<file path="config.mk">
export PLATFORM = sky130hd
export DESIGN_NAME = sad_diff_accumulator_flat
export DESIGN_NICKNAME = d
export VERILOG_FILES = /design/src/rtl/sad_diff_accumulator_if.sv /design/src/rtl/sad_diff_accumulator.sv /design/src/flat_wrapper.sv
export SDC_FILE = /design/constraint.sdc
export NUM_CORES = 1
export LEC_CHECK = 0
export CAP_MARGIN = 20
export CORE_MARGIN = 1.5
export CORE_UTILIZATION = 58
export DETAILED_ROUTE_END_ITERATION = 7
export GPL_ROUTABILITY_DRIVEN = 0
export PLACE_DENSITY_LB_ADDON = 0.12
export SETUP_SLACK_MARGIN = 0.05
export SYNTH_ARGS = -nofsm -noshare
export SYNTH_HDL_FRONTEND = slang
export SYNTH_SLANG_ARGS = --single-unit
</file>
<file path="constraint.sdc">
create_clock -name clk -period 7.85 [get_ports clk]
set_input_delay 1.57 -clock clk [delete_from_list [all_inputs] [get_ports clk]]
set_output_delay 1.57 -clock clk [all_outputs]
set_load 0.01 [all_outputs]
</file>
<file path="src/rtl/sad_diff_accumulator_if.sv">
// sad_diff_accumulator_if
// Groups the sample-input and result-output handshakes of sad_diff_accumulator.
//   in_valid/in_ready/a/b : sample pair stream (source -> engine)
//   thresh                : compare threshold for the window total
//   out_valid/out_ready   : window result handshake (engine -> consumer)
//   sad/below             : window total and (sad <= thresh) flag
//   busy                  : engine is out of its post-reset idle state
// Modports: master = sample source / result consumer, slave = the engine.
interface sad_diff_accumulator_if #(
    parameter int unsigned ACC_W = 11
) ();
    logic             in_valid;
    logic             in_ready;
    logic [7:0]       a;
    logic [7:0]       b;
    logic [ACC_W-1:0] thresh;
    logic             out_valid;
    logic             out_ready;
    logic [ACC_W-1:0] sad;
    logic             below;
    logic             busy;

    modport master (
        output in_valid, a, b, thresh, out_ready,
        input  in_ready, out_valid, sad, below, busy
    );

    modport slave (
        input  in_valid, a, b, thresh, out_ready,
        output in_ready, out_valid, sad, below, busy
    );
endinterface

</file>
<file path="src/rtl/sad_diff_accumulator.sv">
// sad_diff_accumulator
// Streaming sum-of-absolute-differences engine. Each accepted pair (a, b) yields
// |a - b| in a registered subtract/negate stage; a second stage accumulates a
// window of N_SAMPLES values and presents the total with a threshold flag.
// Ports:
//   clk   : rising-edge clock
//   rst_n : synchronous active-low reset
//   bus   : sad_diff_accumulator_if.slave (pair input, threshold, result output, busy)
// Parameters:
//   N_SAMPLES : pairs per window (1..255)
//   ACC_W     : accumulator / result width (8..16)
// Build option:
//   SAD_SATURATE_EN : when defined the accumulator saturates at 2^ACC_W-1
//                     instead of wrapping.
module sad_diff_accumulator #(
    parameter int unsigned N_SAMPLES = 8,
    parameter int unsigned ACC_W     = 11
) (
    input  logic                    clk,
    input  logic                    rst_n,
    sad_diff_accumulator_if.slave   bus
);

    typedef enum logic [1:0] {
        StIdle,
        StAccum,
        StDrain,
        StDone
    } state_e;

    state_e           state_q, state_d;
    logic [7:0]       cnt_q, cnt_d;
    logic [7:0]       d_q;
    logic             s1_valid_q;
    logic [ACC_W-1:0] acc_q, acc_d;
    logic             below_q, below_d;

    logic             in_ready;
    logic             accept;
    logic [8:0]       diff9;
    logic [7:0]       abs_diff;
    logic [ACC_W-1:0] acc_sum;

    assign in_ready = (state_q == StAccum);
    assign accept   = bus.in_valid && in_ready;

    // a - b as a + ~b + 1 in 9 bits; bit 8 set means a < b (borrow).
    assign diff9    = {1'b0, bus.a} + {1'b1, ~bus.b} + 9'd1;
    assign abs_diff = diff9[8] ? (~diff9[7:0] + 8'd1) : diff9[7:0];

`ifdef SAD_SATURATE_EN
    logic [ACC_W:0] acc_wide;
    always_comb begin
        acc_wide = {1'b0, acc_q} + (ACC_W + 1)'(d_q);
        // Carry-out clamps to all ones; a clamped value plus d stays clamped.
        acc_sum  = acc_wide[ACC_W] ? '1 : acc_wide[ACC_W-1:0];
    end
`else
    always_comb begin
        acc_sum = acc_q + ACC_W'(d_q);
    end
`endif

    always_comb begin
        state_d = state_q;
        cnt_d   = cnt_q;
        acc_d   = acc_q;
        below_d = below_q;

        if (s1_valid_q) begin
            acc_d = acc_sum;
        end

        unique case (state_q)
            StIdle: begin
                state_d = StAccum;
            end
            StAccum: begin
                if (accept) begin
                    if (cnt_q == 8'(N_SAMPLES - 1)) begin
                        cnt_d   = 8'd0;
                        state_d = StDrain;
                    end else begin
                        cnt_d = cnt_q + 8'd1;
                    end
                end
            end
            StDrain: begin
                // acc_d already includes the last stage-1 value here.
                below_d = (acc_d <= bus.thresh);
                state_d = StDone;
            end
            StDone: begin
                if (bus.out_ready) begin
                    acc_d   = '0;
                    below_d = 1'b0;
                    state_d = StAccum;
                end
            end
            default: begin
                state_d = StIdle;
            end
        endcase
    end

    always_ff @(posedge clk) begin
        if (!rst_n) begin
            state_q    <= StIdle;
            cnt_q      <= 8'd0;
            d_q        <= 8'd0;
            s1_valid_q <= 1'b0;
            acc_q      <= '0;
            below_q    <= 1'b0;
        end else begin
            state_q    <= state_d;
            cnt_q      <= cnt_d;
            s1_valid_q <= accept;
            acc_q      <= acc_d;
            below_q    <= below_d;
            if (accept) begin
                d_q <= abs_diff;
            end
        end
    end

    assign bus.in_ready  = in_ready;
    assign bus.out_valid = (state_q == StDone);
    assign bus.sad       = acc_q;
    assign bus.below     = below_q;
    assign bus.busy      = (state_q != StIdle);

endmodule
</file>
<file path="src/flat_wrapper.sv">
// flat-port wrapper written by rule: the top's interface ports become plain ports
module sad_diff_accumulator_flat 
#(
    parameter int unsigned N_SAMPLES = 8,
    parameter int unsigned ACC_W     = 11
)
  (clk, rst_n, bus_in_valid, bus_a, bus_b, bus_thresh, bus_out_ready, bus_in_ready, bus_out_valid, bus_sad, bus_below, bus_busy);
  sad_diff_accumulator_if #(.ACC_W(ACC_W)) bus_i ();
  input  logic clk;
  input  logic rst_n;
  input wire logic [$bits(bus_i.in_valid)-1:0] bus_in_valid;
  input wire logic [$bits(bus_i.a)-1:0] bus_a;
  input wire logic [$bits(bus_i.b)-1:0] bus_b;
  input wire logic [$bits(bus_i.thresh)-1:0] bus_thresh;
  input wire logic [$bits(bus_i.out_ready)-1:0] bus_out_ready;
  output wire logic [$bits(bus_i.in_ready)-1:0] bus_in_ready;
  output wire logic [$bits(bus_i.out_valid)-1:0] bus_out_valid;
  output wire logic [$bits(bus_i.sad)-1:0] bus_sad;
  output wire logic [$bits(bus_i.below)-1:0] bus_below;
  output wire logic [$bits(bus_i.busy)-1:0] bus_busy;
  assign bus_i.in_valid = bus_in_valid;
  assign bus_i.a = bus_a;
  assign bus_i.b = bus_b;
  assign bus_i.thresh = bus_thresh;
  assign bus_i.out_ready = bus_out_ready;
  assign bus_in_ready = bus_i.in_ready;
  assign bus_out_valid = bus_i.out_valid;
  assign bus_sad = bus_i.sad;
  assign bus_below = bus_i.below;
  assign bus_busy = bus_i.busy;
  sad_diff_accumulator #(.N_SAMPLES(N_SAMPLES), .ACC_W(ACC_W)) u_core (.clk(clk), .rst_n(rst_n), .bus(bus_i));
endmodule
</file>
==> results of run 1 <==
-- cells by family (layout without fill, tap and decap cells) --
group                    after synthesis  after routing  share of synthesized area, %
AO/OA/AOI/OAI                         78             78                          20.1
XOR/XNOR                              18             18                          6.12
adder cells (fa/ha/maj)               36             36                          18.1
buffers and inverters                 40             84                          6.55
flip-flops                            31             31                          24.1
multiplexers                           9              9                          3.74
AND/OR/NAND/NOR                      106            106                          21.4
-- power groups by stage --
stage          registers [mW]  clock network [mW]  logic (mW)
6_report                0.209               0.123       0.257
5_1_grt                 0.212               0.129       0.289
3_3_place_gp            0.211                   0       0.247
2_1_floorplan           0.205                   0       0.181
4_1_cts                 0.208               0.123       0.257
3_5_place_dp            0.212                   0       0.254
-- final cells by class --
class / instances / area share (%)
clock inverters: 3 / 0.481
well taps: 52 / 2.08
flip-flops and latches: 31 / 19.9
clock buffers: 5 / 2.20
multi-input cells: 247 / 57.2
inverters: 31 / 3.72
repair buffers: 45 / 14.4
-- worst max-delay path by stage --
stage | to | depth (start not counted)
5_1_grt | u_core.d_q[6] | 11
6_report | u_core.d_q[7] | 10
3_5_place_dp | u_core.d_q[7] | 10
2_1_floorplan | u_core.d_q[7] | 10
3_3_place_gp | u_core.d_q[7] | 10
4_1_cts | u_core.d_q[7] | 10
-- layer usage --
metal / part of all wire, % / global-route usage, % / wire, um / vias to the layer above
met2: 46 / 40.0 / 2500 / 60
met1: 48 / 31.1 / 2620 / 1086
li1: - / - / - / 1213
met4: 2.2 / 8.12 / 122 / 0
met5: 0 / 0 / 0 / -
met3: 4.4 / 3.20 / 244 / 10
-- worst register-to-register path: stages (launching register included) --
cell and delay, ns:
dfxtp_1 0.34, ha_1 0.24, fa_1 0.42, a21o_1 0.19, a21oi_1 0.28, o21ai_1 0.12, a21oi_1 0.25, mux2_2 0.39
nand2_1 0.09, ha_1 0.24, a21o_1 0.18, nor3_1 0.14, a21oi_1 0.10, o31ai_1 0.19
-- cells in the mapped netlist (2+ instances only) --
master and number:
ha_1 34, dfxtp_1 31, inv_1 30, nor2_1 27, a21oi_1 21, nand2_1 21
nor2b_1 10, xnor2_1 10, o21a_1 9, nand4_1 8, o21ai_0 8, o21ai_1 8
xor2_1 8, nand2b_1 7, clkbuf_1 6, nand3_1 6, a21o_1 5, a211oi_1 4
mux2i_1 4, nor3_1 4, or3_1 4, and2_1 3, and3_1 3, mux2_2 3
a211o_1 2, a311oi_1 2, a31oi_1 2, buf_6 2, fa_1 2, mux2_1 2
nand3b_1 2, nor4_1 2, o2111ai_1 2, o31ai_1 2
-- sequential cells by signal (all words and copies together) (netlist names) --
signal / count
u_core.cnt_q: 8
u_core.s1_valid_q: 1
u_core.state_q: 2
u_core.bus.below: 1
u_core.d_q: 8
u_core.bus.sad: 11
-- per-stage QoR --
stage,hold slack (ns),cells
after floorplan,0.443,318
after global routing,0.510,414
after global placement,0.460,406
after CTS,0.488,414
final,0.485,414
after detailed placement,0.461,406
==> summary.md, run 1 <==
| Metric | Value |
|---|---|
| Post-route ant nets | `0` |
| Chip width | `69.7 um` |
| Critical path peak fanout | `3` |
| Post-CTS setup buffer count | `0` |
| Power per cell area | `approximately 190 nW/um2` |
| Peak supply drop | `approximately 0.097 mV` |
| Total GRT Usage | `approximately a quarter` |
| Die area | `about 4900 um2` |
| RSZ-0062 raised after global routing | `no` |
| Worst setup SP type | `input port` |
| Post-route cell area | `3120 um2` |
| WHS Endpoint | `u_core.cnt_q[7]` |
| Slew Viols, Final | `0` |
| CTS sink count | `31` |
| Post-CTS Resized | `0` |
| Port buffer count | `45` |
| Worst skew pair latency | `approximately 0.28 ns` |
| Worst R2R Setup Slack | `4.56 ns` |
| Nets@finish | `428` |
| Tot Pwr | `588 uW` |
| Yosys warns | `0` |
| CTS tree | `built` |
| CP top delay family | `simple AND/OR/NAND/NOR gates` |
| Vias in the first global route | `around 2200` |
| Power Internal | `368 uW` |
| Buf/Inv on CP | `2` |
| Final Hold Vio Count | `0` |
| Grt total ovfl | `0` |
| Synth Net Count | `385` |
| Setup violators final | `0` |
| Fin util | `72.3%` |
| Die Ht | `~70 um` |
| Area Growth Syn to Fin | `21.2%` |
| Hold path startpoint | `u_core.cnt_q[7]` |
| Clk_skew | `0.00798 ns` |
| Async SR Flop Fraction | `0%` |
| Via count | `2369` |
| Slowest cell on the critical path | `or4b_1` |
| Boundary Pins | `46` |
| Sw frac | `between 30% and 40%` |
| Starting density of the core | `59.6%` |
| Flop pwr share | `35.5%` |
| Post-synth EDFFs | `0` |
| Clock Power Share | `20.8%` |
| FF-to-FF path depth | `13` |
| Dpl hpwl | `4450 um` |
| 1st-pass router iterations | `4` |
| Max_cap viols | `0` |
| Synth area leader | `dfxtp_1` |
| WL final | `approximately 5500 um` |
| Top area cells in the synthesized netlist | `dfxtp_1 (24%), ha_1 (17%), inv_1 (4.4%), a21oi_1 (4.1%), nor2_1 (3.9%)` |
| Logic pwr share | `43.7%` |
| Actual slew at the worst max-slew pin | `0.581 ns` |
| FF-to-FF Start | `u_core.bus.sad[0]` |
| Pre-CTS worst setup slack | `3.51 ns` |
| Outcome | `complete, no violations` |
| Setup WS post-layout | `3.76 ns` |
| Filler cell count | `356` |
| Seq/Total Area, Yosys | `around 24%` |
| Synth Register Bits | `31` |
| Worst-case clock buffer depth | `2` |
| Post-synth top flop | `dfxtp_1` |
| Total negative slack | `0 ns` |
| TritonCTS buffer count | `5` |
| Critical path launch point | `bus_b[0]` |
| Clock transition at path regs | `0.07 ns` |
| Root Buffer | `clkbuf_8` |
| Mean Syn Cell Area | `approximately 8.1 um2` |
| Post-CTS Hold Fix Bufs | `0` |
| First-pass GRT wire length | `around 9400 um` |
| Cell Area, Synth | `2580 um2` |
| Rel. slew slack | `between 60% and 70%` |
| Register area | `621 um2` |
| DP Area | `3040 um2` |
| Synth top area share | `around a quarter` |
| Row count | `24` |
| Net Sw Power | `221 uW` |
| WHS Path Cells | `2` |
| CP arrival | `4.31 ns` |
| DRC Markers | `0` |
| Max frequency | `244 MHz` |
| Share of layout cells above drive strength 1 | `under 10%` |
| Min-Delay Path Class | `register to register` |
| Diodes inserted | `0` |
| CP peak stage delay | `between 0.4 and 0.5 ns` |
| WP data required | `8.07 ns` |
| Crit-path cells | `clkdlybuf4s50_1 > ha_1 > inv_1 > fa_1 > a21oi_2 > nor3_1 > or3_4 > or4b_1 > or4_1 > nand4_1` |
| H-Tree Depth | `2` |
| Most common cell after layout, fill and taps aside | `clkdlybuf4s50_1` |
| Commonest non-fill, non-tap cells in the layout | `clkdlybuf4s50_1 (45), ha_1 (34), dfxtp_1 (31)` |
| Core area | `4320 um2` |
| Library cells used by synthesis | `58` |
| Crit Reg-Reg Endpoint | `u_core.bus.below` |
| Mapped Cells | `roughly 320` |
| Initial antenna violation count | `0` |
| Largest net degree at the start of global routing | `17` |
| Min Tclk post-route | `4.09 ns` |
| Fin crit share | `between 50 and 60%` |
| Critical path class | `input port to register` |
| Area occupied by multi-input gates | `1790 um2` |
| Vias/cell | `5.72` |
| Crit. End Element | `register` |
| Drt wl/cell | `13.3 um` |
| P_leak | `1.40 nW` |
| DR iter-0 viols | `113` |
(Power assumes the default switching activity.)
==> run 2: changes to the inputs <==
- CORE_UTILIZATION: 58 -> 53
- clock period: 7.85 -> 4.2 ns (I/O delays scaled with it)
==> run 2 against run 1 <==
Register-to-register slack got worse by 3.6 ns; sequential share of layout area decreased by 0.32 points; clock-buffer cell count up 1; first-iteration DRC count is 3.5% lower; global-route usage is 1.6 points lower; via count is 0.93% lower; wire length fell by 2.9%; worst hold slack worse by 0.0014 ns; non-clock buffer count stayed put; design area increased by 1.6%; critical path type unchanged; critical endpoint unchanged; highest routed layer unchanged.
==> summary.md, run 2 (synthesis gave the netlist of run 1 again) <==
| Metric | Value |
|---|---|
| Critical path peak fanout | `3` |
| Crit Reg-Reg Endpoint | `u_core.bus.below` |
| Worst skew pair latency | `0.28 ns` |
| TritonCTS buffer count | `5` |
| Worst-case clock buffer depth | `2` |
| Post-CTS Hold Fix Bufs | `0` |
| Largest registers | `u_core.bus.sad x11, u_core.cnt_q x8, u_core.d_q x8` |
| Hold path startpoint | `u_core.cnt_q[1]` |
| Starting density of the core | `54.9%` |
| Worst setup SP type | `input port` |
| WP data required | `4.42 ns` |
| First-pass GRT wire length | `9170 um` |
| H-Tree Depth | `2` |
| Post-route ant nets | `0` |
| Drt wl/cell | `12.8 um` |
| Slowest cell on the critical path | `or4b_1` |
| Power per cell area | `382 nW/um2` |
| Crit-path cells | `clkdlybuf4s50_1 > ha_1 > inv_1 > fa_1 > a21oi_2 > nor3_1 > or3_4 > or4b_1 > or4_1 > nand4_1` |
| Clk_skew | `0.00856 ns` |
| Fin crit share | `between 70% and 80%` |
| CP top delay family | `simple AND/OR/NAND/NOR gates` |
| Buf/Inv on CP | `2` |
| Outcome | `complete, no violations` |
| Rel. slew slack | `57.6%` |
| Setup violators final | `0` |
| Via count | `2347` |
| Largest net degree at the start of global routing | `17` |
| Dpl hpwl | `approximately 4400 um` |
| RSZ-0062 raised after global routing | `no` |
| Row count | `25` |
| CTS tree | `built` |
| CP peak stage delay | `0.49 ns` |
| Slew Viols, Final | `0` |
| Root Buffer | `clkbuf_8` |
| Actual slew at the worst max-slew pin | `0.635 ns` |
| Commonest non-fill, non-tap cells in the layout | `clkdlybuf4s50_1 (45), ha_1 (34), dfxtp_1 (31)` |
| P_leak | `1.41 nW` |
| FF-to-FF Start | `u_core.bus.sad[0]` |
| Fin util | `67.7%` |
| Nets@finish | `428` |
| Min Tclk post-route | `3.35 ns` |
| Core area | `4690 um2` |
| Setup crit end | `u_core.d_q[7]` |
| WL final | `5330 um` |
| Die Ht | `72.7 um` |
| CTS sink count | `31` |
| Share of layout cells above drive strength 1 | `4.42%` |
| Worst R2R Setup Slack | `~0.98 ns` |
| DR iter-0 viols | `approximately 110` |
| Critical path class | `input port to register` |
| Clock transition at path regs | `0.07 ns` |
| Vias/cell | `5.64` |
| Crit. path cell count | `10` |
| Largest Register | `u_core.bus.sad` |
| Crit. End Element | `register` |
| Port buffer count | `45` |
| Peak supply drop | `0.187 mV` |
| Die area | `5290 um2` |
| Area Growth Syn to Fin | `23.2%` |
| FF-to-FF path depth | `14` |
| Grt total ovfl | `0` |
| Min-Delay Path Class | `register to register` |
| 1st-pass router iterations | `4` |
| Chip width | `approximately 73 um` |
| Initial antenna violation count | `0` |
| Critical path launch point | `bus_b[0]` |
| Diodes inserted | `0` |
| Total negative slack | `0 ns` |
| Max_cap viols | `0` |
| Max reg flops | `11` |
| CP arrival | `3.57 ns` |
| Boundary Pins | `46` |
| Most common cell after layout, fill and taps aside | `clkdlybuf4s50_1` |
| Final Hold Vio Count | `0` |
| Post-CTS Resized | `0` |
| Total GRT Usage | `22.1%` |
| DRC Markers | `0` |
| Max frequency | `298 MHz` |
| Vias in the first global route | `2150` |
| Post-CTS setup buffer count | `0` |
| Fin Hold WS | `0.484 ns` |
run 2: cell count changes in the layout (fill, tap and decap cells not counted):
cell / before / now
bufinv_16: 0 / 2
clkbuf_1: 0 / 1
clkinv_2: 3 / 0
run 2: worst register-to-register path: stages, from the launching register on:
cell and delay [ns]:
dfxtp_1 0.34, ha_1 0.23, fa_1 0.40, a21o_1 0.21, a21oi_1 0.27, o21ai_1 0.12
a21oi_1 0.27, mux2_2 0.39, nand2_1 0.07, ha_1 0.14, nand3_1 0.12, nor4_1 0.25
a21oi_1 0.07, o22a_1 0.20, o31ai_1 0.05
run 2: power breakdown:
group / total [mW] / switching [mW] / internal [mW]
Combinational: 0.476 / 0.241 / 0.235
Sequential: 0.389 / 0.0491 / 0.340
Clock: 0.347 / 0.110 / 0.237
run 2: metal layers:
metal	wire length [um]	up-vias	GRT usage, %	share of wire (%)
met1	2560	1075	28.8	48
met2	2530	47	37.0	47
met4	78	0	5.87	1.5
li1	-	1219	-	-
met3	165	6	4.70	3.1
met5	0	-	0	0
run 2: final cells by class:
cell class,count,area [um2]
multi-input combinational,247,1790
fill,412,1520
sequential,31,621
timing repair buffer,45,450
inverter,31,116
clock buffer,6,72.6
tap,54,67.6
clock inverter,2,60.1
run 2: metrics by stage:
step	total power, mW	setup WS (ns)	instances	cell area [um2]
floorplan	0.720	1.13	318	2580
global placement	0.858	0.636	408	3040
detailed placement	0.872	0.566	408	3040
CTS	1.22	0.860	416	3180
global route	1.31	0.596	416	3180
finish	1.21	0.849	416	3180
run 2: worst min-delay path by stage:
stage	end	slack, ns	cells after the start
global route	u_core.cnt_q[1]	0.51	2
finish	u_core.cnt_q[1]	0.48	2
global placement	u_core.cnt_q[1]	0.46	2
floorplan	u_core.d_q[2]	0.44	2
detailed placement	u_core.cnt_q[1]	0.47	2
CTS	u_core.cnt_q[1]	0.48	2
